===== src/rtl/traffic_light_monitor.sv =====
// Traffic light sequence monitor: tracks the lamp phase, checks ordering
// and per-phase dwell, reports violations and counts legal cycles.
module traffic_light_monitor #(
    parameter int RED_TICS   = 350,
    parameter int GREEN_TICS = 200,
    parameter int AMBER_TICS = 30
) (
    input  logic        clk_i,
    input  logic        rst_i,
    input  logic        red_i,
    input  logic        amber_i,
    input  logic        green_i,
    output logic [1:0]  phase_o,
    output logic        err_pulse_o,
    output logic [2:0]  err_code_o,
    output logic        err_sticky_o,
    output logic [15:0] cycle_count_o
);

    typedef enum logic [1:0] {
        S_IDLE  = 2'd0,
        S_RED   = 2'd1,
        S_GREEN = 2'd2,
        S_AMBER = 2'd3
    } phase_e;

    localparam logic [15:0] RED_T   = 16'(RED_TICS);
    localparam logic [15:0] GREEN_T = 16'(GREEN_TICS);
    localparam logic [15:0] AMBER_T = 16'(AMBER_TICS);

    localparam logic [2:0] E_CONFLICT = 3'd1;
    localparam logic [2:0] E_DARK     = 3'd2;
    localparam logic [2:0] E_ORDER    = 3'd3;
    localparam logic [2:0] E_DURATION = 3'd4;

    phase_e      phase_q, phase_d;
    logic [15:0] dwell_q, dwell_d;
    logic        checked_q, checked_d;
    logic        chain_q, chain_d;
    logic        pulse_q, pulse_d;
    logic [2:0]  code_q, code_d;
    logic        sticky_q, sticky_d;
    logic [15:0] count_q, count_d;

    logic [2:0]  lamps;
    logic        none, single, multi;
    phase_e      samp, succ;
    logic [15:0] exp_t;
    logic        dur_bad;
    logic        err;
    logic [2:0]  err_code;

    always_ff @(posedge clk_i or posedge rst_i) begin
        if (rst_i) begin
            phase_q   <= S_IDLE;
            dwell_q   <= '0;
            checked_q <= 1'b0;
            chain_q   <= 1'b0;
            pulse_q   <= 1'b0;
            code_q    <= '0;
            sticky_q  <= 1'b0;
            count_q   <= '0;
        end else begin
            phase_q   <= phase_d;
            dwell_q   <= dwell_d;
            checked_q <= checked_d;
            chain_q   <= chain_d;
            pulse_q   <= pulse_d;
            code_q    <= code_d;
            sticky_q  <= sticky_d;
            count_q   <= count_d;
        end
    end

    always_comb begin
        lamps  = {red_i, amber_i, green_i};
        none   = (lamps == 3'b000);
        single = $onehot(lamps);
        multi  = !none && !single;

        samp = S_AMBER;
        if (red_i)
            samp = S_RED;
        else if (green_i)
            samp = S_GREEN;

        succ  = S_IDLE;
        exp_t = '0;
        unique case (phase_q)
            S_RED:   begin succ = S_GREEN; exp_t = RED_T;   end
            S_GREEN: begin succ = S_AMBER; exp_t = GREEN_T; end
            S_AMBER: begin succ = S_RED;   exp_t = AMBER_T; end
            default: begin succ = S_IDLE;  exp_t = '0;      end
        endcase
        dur_bad = checked_q && (dwell_q != exp_t);

        phase_d   = phase_q;
        dwell_d   = dwell_q;
        checked_d = checked_q;
        chain_d   = chain_q;
        count_d   = count_q;
        err       = 1'b0;
        err_code  = '0;

        if (multi) begin
            err       = 1'b1;
            err_code  = E_CONFLICT;
            phase_d   = S_IDLE;
            dwell_d   = '0;
            checked_d = 1'b0;
            chain_d   = 1'b0;
        end else if (none) begin
            err       = (phase_q != S_IDLE);
            err_code  = E_DARK;
            phase_d   = S_IDLE;
            dwell_d   = '0;
            checked_d = 1'b0;
            chain_d   = 1'b0;
        end else if (phase_q == S_IDLE) begin
            phase_d   = samp;
            dwell_d   = 16'd1;
            checked_d = 1'b0;
            chain_d   = 1'b0;
        end else if (samp == phase_q) begin
            if (dwell_q != 16'hFFFF)
                dwell_d = dwell_q + 16'd1;
        end else if (samp == succ) begin
            err       = dur_bad;
            err_code  = E_DURATION;
            phase_d   = samp;
            dwell_d   = 16'd1;
            checked_d = 1'b1;
            // chain_q: every phase since the current RED was legal and on time
            unique case (phase_q)
                S_RED:   chain_d = !dur_bad;
                S_GREEN: chain_d = chain_q && checked_q && !dur_bad;
                default: begin
                    chain_d = 1'b0;
                    if (chain_q && checked_q && !dur_bad)
                        count_d = count_q + 16'd1;
                end
            endcase
        end else begin
            err       = 1'b1;
            err_code  = E_ORDER;
            phase_d   = samp;
            dwell_d   = 16'd1;
            checked_d = 1'b0;
            chain_d   = 1'b0;
        end

        pulse_d  = err;
        code_d   = err ? err_code : code_q;
        sticky_d = sticky_q || err;
    end

    assign phase_o       = phase_q;
    assign err_pulse_o   = pulse_q;
    assign err_code_o    = code_q;
    assign err_sticky_o  = sticky_q;
    assign cycle_count_o = count_q;

endmodule


===== config.mk =====
export PLATFORM = sky130hd
export DESIGN_NAME = traffic_light_monitor
export DESIGN_NICKNAME = d
export VERILOG_FILES = /design/src/rtl/traffic_light_monitor.sv
export SDC_FILE = /design/constraint.sdc
export NUM_CORES = 1
export LEC_CHECK = 0
export ABC_AREA = 1
export BUFFER_PORTS_ARGS = -buffer_cell sky130_fd_sc_hd__buf_2
export CAP_MARGIN = 30
export CORE_ASPECT_RATIO = 1.2
export CORE_MARGIN = 3
export CORE_UTILIZATION = 45
export DETAILED_ROUTE_END_ITERATION = 16
export GPL_ROUTABILITY_DRIVEN = 0
export PLACE_DENSITY_LB_ADDON = 0.08
export SLEW_MARGIN = 20
export SYNTH_ARGS = -nofsm -noshare
export SYNTH_HDL_FRONTEND = slang
export SYNTH_SLANG_ARGS = --single-unit

===== constraint.sdc =====
create_clock -name clk_i -period 2.3 [get_ports clk_i]
set_clock_uncertainty 0.2 [all_clocks]
set_input_delay 0.46 -clock clk_i [delete_from_list [all_inputs] [get_ports clk_i]]
set_output_delay 0.46 -clock clk_i [all_outputs]
set_load 0.01 [all_outputs]

# Word-level counts from Yosys, hierarchy flattened
# Cells that the tools add are included.
[classes] reduce_logical=13 eq_ne=10 add_sub_neg=4 muxes=34 bitwise=5
[ops] cell="2-to-1 mux 16 bit" count=5
[ops] cell="adder 16 x 1 -> 16 bit, second input constant" count=2
[ops] cell="one-hot mux 9 bit (3 select lines)" count=1
[ops] cell="2-to-1 mux 1 bit" count=16
[ops] cell="!= test 16 bit" count=1
[ops] cell="!= test 16 bit, second input constant" count=1
[ops] cell="2-to-1 mux 3 bit" count=5
[ops] cell="2-to-1 mux 2 bit" count=5
[ops] cell="AND reduction 7 bit" count=1
[ops] cell="one-hot mux 2 bit (3 select lines)" count=1
[ops] cell="!= test 5 x 4 -> 1 bit, second input constant" count=1
[ops] cell="inverter 1 bit" count=5
[ops] cell="== test 2 x 1 -> 1 bit, second input constant" count=2
[ops] cell="== test 2 bit" count=2
[ops] cell="== test 2 bit, second input constant" count=2
[ops] cell="logical AND 1 bit" count=4
[ops] cell="!= test 4 bit, second input constant" count=1
[ops] cell="zero test 1 bit" count=3
[ops] cell="zero test 3 bit" count=1
[ops] cell="adder 1 x 1 -> 2 bit" count=1
[ops] cell="adder 2 x 1 -> 2 bit" count=1
[ops] cell="zero test 2 bit" count=1
[ops] cell="one-hot mux 1 bit (2 select lines)" count=1
[ops] cell="nonzero test 2 bit" count=1
[ops] cell="2 further kinds" count=2
[word_totals] inputBits=5 output_inout_bits=23 register_bits=41

# Depth between registers and ports, before layout
# Gate-level depths: netlist of run 1.
[logic_depth] ltp_word=12 ltp_mapped=14 mapped_depth_nobuf=14

# Least setup slack after synthesis of run 1
# Ideal clock, no wire load.
[synth_timing] kind="reg2reg" from="reg phase_q[0] (netlist: phase_o[0])" to="reg count_q[5] (netlist: cycle_count_o[5])" n_path_buf=1 arrival_ns=1.905 path_slack_ns=0.078 setup_ns=0.117 required_time_ns=1.983 stages_incl_launch_ff=13 path_cell_list="dfrtp_1 -> inv_1 -> ha_1 -> xnor2_1 -> nor2_1 -> nand2_1 -> nor2_2 -> nand2_4 -> nor2_4 -> buf_6 -> nand2_1 -> nand2_1 -> nand2_1"
[synth_between] elab_chain_cells=7
[synth_lines] item="start, declared" line="36" text="phase_e phase_q, phase_d;"
[synth_lines] item="start signal, assigned" line="64" text="phase_q <= phase_d;"
[synth_lines] item="== test 2 bit, or another cell as far along" line="89" text="unique case (phase_q)"
[synth_lines] item="one-hot mux 9 bit (3 select lines)" line="89"
[synth_lines] item="!= test 16 bit" line="95" text="dur_bad = checked_q && (dwell_q != exp_t);"
[synth_lines] item="logical AND 1 bit" line="95"
[synth_lines] item="zero test 1 bit" line="139" text="if (chain_q && checked_q && !dur_bad)"
[synth_lines] item="logical AND 1 bit" line="139"
[synth_lines] item="AND reduction 7 bit (no source line) (*)"
[synth_lines] item="end signal, assigned" line="71" text="count_q <= count_d;"
[synth_lines] item="end, declared" line="43" text="logic [15:0] count_q, count_d;"
# Every way passes the cells marked *; elsewhere a longest branch is shown, timed or not.
# A chain may end at the register's enable or synchronous reset.

# Worst setup path after layout of run 1
[layout_timing] from="reg phase_q[0] (netlist: phase_o[0])" to="reg chain_q"
[layout_between] elab_chain_cells=12
[layout_lines] item="== test 2 bit, or another cell as far along" line="89"
[layout_lines] item="one-hot mux 9 bit (3 select lines)" line="89"
[layout_lines] item="!= test 16 bit" line="95"
[layout_lines] item="logical AND 1 bit" line="95"
[layout_lines] item="zero test 1 bit" line="135, 136"
[layout_lines] item="logical AND 1 bit" line="136" text="S_GREEN: chain_d = chain_q && checked_q && !dur_bad;"
[layout_lines] item="one-hot mux 1 bit (2 select lines)" line="134" text="unique case (phase_q)"
[layout_lines] item="2-to-1 mux 1 bit" line="127" text="end else if (samp == succ) begin"
[layout_lines] item="2-to-1 mux 1 bit" line="124" text="end else if (samp == phase_q) begin"
[layout_lines] item="2-to-1 mux 1 bit" line="119" text="end else if (phase_q == S_IDLE) begin"
[layout_lines] item="2-to-1 mux 1 bit" line="112" text="end else if (none) begin"
[layout_lines] item="2-to-1 mux 1 bit" line="105" text="if (multi) begin"
[layout_lines] item="end signal, assigned" line="67" text="chain_q <= chain_d;"
[layout_lines] item="end, declared" line="39" text="logic chain_q, chain_d;"
# Several ways; a longest one is shown, not always the timed one. The select of a mux whose other input is x is not followed.

==> metrics.txt, run 1 <==
global route overflow=0; Final period util=0.933; share of power burned in combinational logic=0.171; Hold Path Class=reg2reg; Worst EP arrival=about 2.2 ns; VDD IR-drop max=0.221 mV; final antenna-violating net count=0; Post-synth top cells=nand2_1, inv_1, nor2_1; Final setup viols=0; worst setup margin=between 0.15 and 0.2 ns; hold-critical path depth=1; CTS tree=done; met2 wire length=roughly 3300 um; outcome=complete, no violations; pwr dens=~460 mW/mm2; CTS Buf Count=5; clock root buffer=clkbuf_8; simple-gate share of the synthesized area=0.422; final net count=between 400 and 500; drt first pass iters=4; CP startpoint=phase_o[0]; reg2reg setup slack=between 0.15 and 0.2 ns; Post-Place Setup Slack=-0.0392 ns; R2R Path Start=phase_o[0]; Max Slew Vio Count=0; slew margin rel.=0.618; complex-gate fraction of the synthesized area=0.0425; DPL Wire Length=roughly 5000 um; RSZ-0062 raised after global routing=no; synthesized area=between 0.002 and 0.003 mm2; top cell type's share of synthesized area=0.379; post-route cell area=0.00320 mm2; Reg clk slew, reported paths=0.08 ns; maxcap violations=0; die area=0.00699 mm2; WS Path Type=reg2reg; Area contributors post-synth=dfrtp_1, nand2_1, nand3_1, inv_1, nor2_1; Reg2Reg Capture Point=chain_q; Post-synth EDFFs=0; Clock power frac=0.324; Critical Path Fanout Max=5; Syn Inst Count=roughly 390; Avg Cell Area, Syn=7.02 um2; Fin. Hold Viols=0; hold path start=err_sticky_o; Post-Synth XOR/XNOR Area=0.0286; Slew @ Worst Pin=roughly 0.57 ns; FFs w/ async S/R, synth=1.00; Synth area leader=dfrtp_1; Worst Hold Path EP=err_sticky_o; drt total wl=around 6300 um; Vias=between 2000 and 3000; htree depth=2; setup TNS=0 ns; first-pass GRT wire length=approximately 11000 um; area share of fa/ha/maj cells after synthesis=0.0443; sw frac=0.273; Leak=between 1.5 and 2 nW; Syn Nets=400; latest clock arrival within the worst-skew pair=around 0.29 ns; fraction of synthesized area in multiplexers=0; CP Launch Type=flip-flop; CP Capture Type=flip-flop; minimum clock period=2.15 ns; IO Count=28; FMAX=between 400 and 500 MHz; drt drc=0; Port Buffers=27; # rows=30; CTS max path bufs=2; DIE WIDTH=76.8 um; Vias per Instance=slightly below 5; Initial Utilization=0.472; vias in the first global route=roughly 2400; P&R area growth vs syn=18.2%; top sig layer=met4; metal3 WL=170 um; Yosys cell types=31; met1 wire length=about 2800 um; initial antenna violation count=0; CP required=~2.3 ns; Switch Pwr=0.000402 W; chip height=~90 um; Wirelength per Cell=roughly 12 um; layout cells sized above 1=0.188; pin count of the biggest net entering global routing=17; top-count cell post-synth=nand2_1; Cell Int Power=0.00107 W; part of the power in registers=0.506; Primary FF master, synth=dfrtp_1; synth warn=0; Seq cells post-synth=around 40; ANT cells=0; register area share after synthesis=0.379; Num Clock Sinks=between 40 and 50; largest family of logic cells by synthesized area=simple AND/OR/NAND/NOR gates; Reg2Reg Depth=11; core area=~0.0057 mm2; Detailed Route Iter0 Violations=around 130; global-route usage over all layers=0.194; Cell Area, Placed=0.00306 mm2
[stage by stage]
step | util | power, W | hold WS (ns) | std cells
6_report | 0.558 | 0.00147 | 0.271 | 517
5_1_grt | 0.558 | 0.00156 | 0.276 | 517
4_1_cts | 0.549 | 0.00149 | 0.265 | 516
3_5_place_dp | 0.533 | 0.00100 | 0.257 | 508
3_3_place_gp | 0.533 | 0.00100 | 0.254 | 508
2_1_floorplan | - | 0.000914 | 0.271 | 386
[layout by cell type, fill, tap and decap left out, types with 8 or more instances in the layout]
| cell type | instances |
|---|---|
| nand2_1 | 122 |
| buf_4 | 18 |
| inv_2 | 8 |
| nor3_1 | 11 |
| dfrtp_1 | 41 |
| buf_2 | 27 |
| inv_1 | 46 |
| o21ai_0 | 8 |
| nand3_1 | 38 |
| nand4_1 | 8 |
| nor2_1 | 41 |
[logic make-up (layout without fill, tap and decap cells)]
family,Yosys count,count (layout)
AND/OR/NAND/NOR,250,250
buffers and inverters,58,109
flip-flops,41,41
AO/OA/AOI/OAI,20,20
adder cells (fa/ha/maj),9,9
XOR/XNOR,8,8
[layer usage]
layer | vias to the layer above | track usage
li1 | 1325 | -
met2 | 31 | 0.349
met4 | 0 | 0.0650
met5 | - | 0
met1 | 1192 | 0.235
met3 | 7 | 0.0268
[state kept, by name (all words and copies together), names as in the netlist]
name and cells:
checked_q 1, err_sticky_o 1, chain_q 1, dwell_q 16
cycle_count_o 16, err_code_o 3, phase_o 2, err_pulse_o 1
[worst max-delay path by stage]
stage / to / cells after the start
after floorplan: cycle_count_o[5] / 12
after global placement: dwell_q[0] / 9
after detailed placement: dwell_q[0] / 9
after CTS: cycle_count_o[5] / 13
after global routing: cycle_count_o[3] / 12
final: chain_q / 11
[power by group through the flow]
stage	registers, W	logic [W]	clock network (W)
2_1_floorplan	0.000765	0.000149	0
5_1_grt	0.000746	0.000285	0.000525
3_3_place_gp	0.000758	0.000242	0
4_1_cts	0.000744	0.000247	0.000498
3_5_place_dp	0.000758	0.000243	0
6_report	0.000744	0.000251	0.000476
[repair_timing]
item,CTS,global route
setup endpoints to repair,0,23
setup buffers,0,1
hold endpoints to repair,13,0
resized for setup,0,11
hold buffers,1,0
[critical path, cell delays in order (launching register included)]
cell     delay, ns
dfrtp_1       0.39
inv_2         0.08
ha_2          0.32
xnor2_1       0.14
nor2_1        0.10
nand2_1       0.09
buf_4         0.16
nor3_1        0.21
nand2_1       0.13
nor2_1        0.14
nand2_1       0.07
nand2_1       0.05
[final cells by class]
cell class,count,area (um2)
Fill cell,580,2540
Tap cell,80,100
Timing Repair Buffer,47,300
Inverter,55,206
Clock buffer,7,86.3
Multi-Input combinational cell,287,1480
Sequential cell,41,1030
(Power assumes the default switching activity.)
==> run 2: changes to the inputs <==
- MAX_ROUTING_LAYER: default -> met4
==> metrics.txt, run 2 (synthesis results as in run 1) <==
outcome=complete, no violations; Final setup viols=0; Port Buffers=27; met3 Use GR=0.0268; CTS max path bufs=2; Max Slew Vio Count=0; CP Launch Type=flip-flop; core area=0.00574 mm2; pin count of the biggest net entering global routing=17; hold path start=err_sticky_o; Slew @ Worst Pin=around 0.57 ns; Detailed Route Iter0 Violations=approximately 130; Reg area=0.00103 mm2; minimum clock period=between 2 and 2.5 ns; CP required=roughly 2.3 ns; Post-Place Setup Slack=-0.0392 ns; IO Count=28; FMAX=about 470 MHz; setup TNS=0 ns; commonest cells after routing, fill and taps aside=nand2_1, inv_1, nor2_1, dfrtp_1, nand3_1; R2R Path Start=phase_o[0]; clock root buffer=clkbuf_8; first-pass GRT wire length=roughly 11000 um; final antenna-violating net count=0; Vias=around 2600; most common cell after layout, fill and taps aside=nand2_1; multi-input logic area=about 0.0015 mm2; slew margin rel.=0.618; CTS tree=done; die area=about 0.0070 mm2; final net count=roughly 450; maxcap violations=0; Worst EP arrival=2.17 ns; routing usage on met2=0.350; Initial Utilization=0.472; DIE WIDTH=about 77 um; initial antenna violation count=0; CTS Buf Count=5; layout cells sized above 1=0.188; pwr dens=between 400 and 500 mW/mm2; GRT met1 Usage=0.234; fill cell count=580; chip height=91.0 um; Fin. Hold Viols=0; vias in the first global route=2448; RSZ-0062 raised after global routing=no; htree depth=2; Final period util=0.931; drt first pass iters=4; VDD IR-drop max=roughly 0.22 mV; Num Clock Sinks=a little over 40; drt total wl=approximately 6300 um; DPL Wire Length=5010 um; Hold Path Class=reg2reg; Leak=about 1.6 nW; latest clock arrival within the worst-skew pair=between 0.2 and 0.3 ns; Vias per Instance=~5; ANT cells=0; Wirelength per Cell=about 12 um; global-route usage over all layers=0.199; busiest grt layer=met2; WS Path Type=reg2reg; Reg clk slew, reported paths=approximately 0.080 ns; P&R area growth vs syn=18.2%; Critical Path Fanout Max=5; worst setup margin=between 0.15 and 0.2 ns; global route overflow=0; CP Capture Type=flip-flop; CP startpoint=phase_o[0]; # rows=30; drt drc=0
## run 2: cell counts in the layout (fill, tap and decap cells not counted)
No cell type changed its count.
## run 2: worst max-delay path, stage by stage, from the launching register on
cell,delay [ns]
dfrtp_1,0.39
inv_2,0.08
ha_2,0.32
xnor2_1,0.14
nor2_1,0.10
nand2_1,0.09
buf_4,0.16
nor3_1,0.21
nand2_1,0.13
nor2_1,0.14
nand2_1,0.07
nand2_1,0.05
## run 2: report_power, final
part	total, W	switching, W	internal, W
combinational	0.000252	0.000155	0.0000968
clock	0.000477	0.000239	0.000238
sequential	0.000744	0.00000957	0.000735
total	0.00147	0.000403	0.00107
## run 2: timing repair
| item | 4_1_cts | 5_1_grt |
|---|---|---|
| endpoints found under the setup margin | 0 | 23 |
| hold buffers | 1 | 0 |
| resized for setup | 0 | 11 |
| buffers inserted | 0 | 1 |
| endpoints found under the hold margin | 13 | 0 |
## run 2: per-layer routing
layer	vias to the layer above	wire length, um
met5	-	0
met4	0	93
met3	7	196
met2	36	3250
met1	1190	2790
li1	1326	-
## run 2: worst paths after layout
| kind | cells after the start | slack (ns) | to |
|---|---|---|---|
| min | 1 | 0.27 | err_sticky_o |
| max | 11 | 0.16 | chain_q |
| max reg2reg | 11 | 0.16 | chain_q |
| min in group asynchronous | 3 | 0.49 | cycle_count_o[0] |
| min reg2reg | 1 | 0.27 | err_sticky_o |
| max in group asynchronous | 4 | 0.89 | dwell_q[4] |
## run 2: layout make-up
| type | instances | area share |
|---|---|---|
| Tap cell | 80 | 0.0313 |
| Timing Repair Buffer | 47 | 0.0938 |
| Multi-Input combinational cell | 287 | 0.463 |
| Sequential cell | 41 | 0.320 |
| Clock buffer | 7 | 0.0270 |
| Inverter | 55 | 0.0645 |
## run 2: stage by stage
stage	cells	power (W)	area, um2	hold slack, ns	utilization
6_report	517	0.00147	3200	0.271	0.558
5_1_grt	517	0.00156	3200	0.276	0.558
4_1_cts	516	0.00149	3160	0.265	0.549
3_5_place_dp	508	0.00100	3060	0.257	0.533
3_3_place_gp	508	0.00100	3060	0.254	0.533
2_1_floorplan	386	0.000914	2710	0.271	-
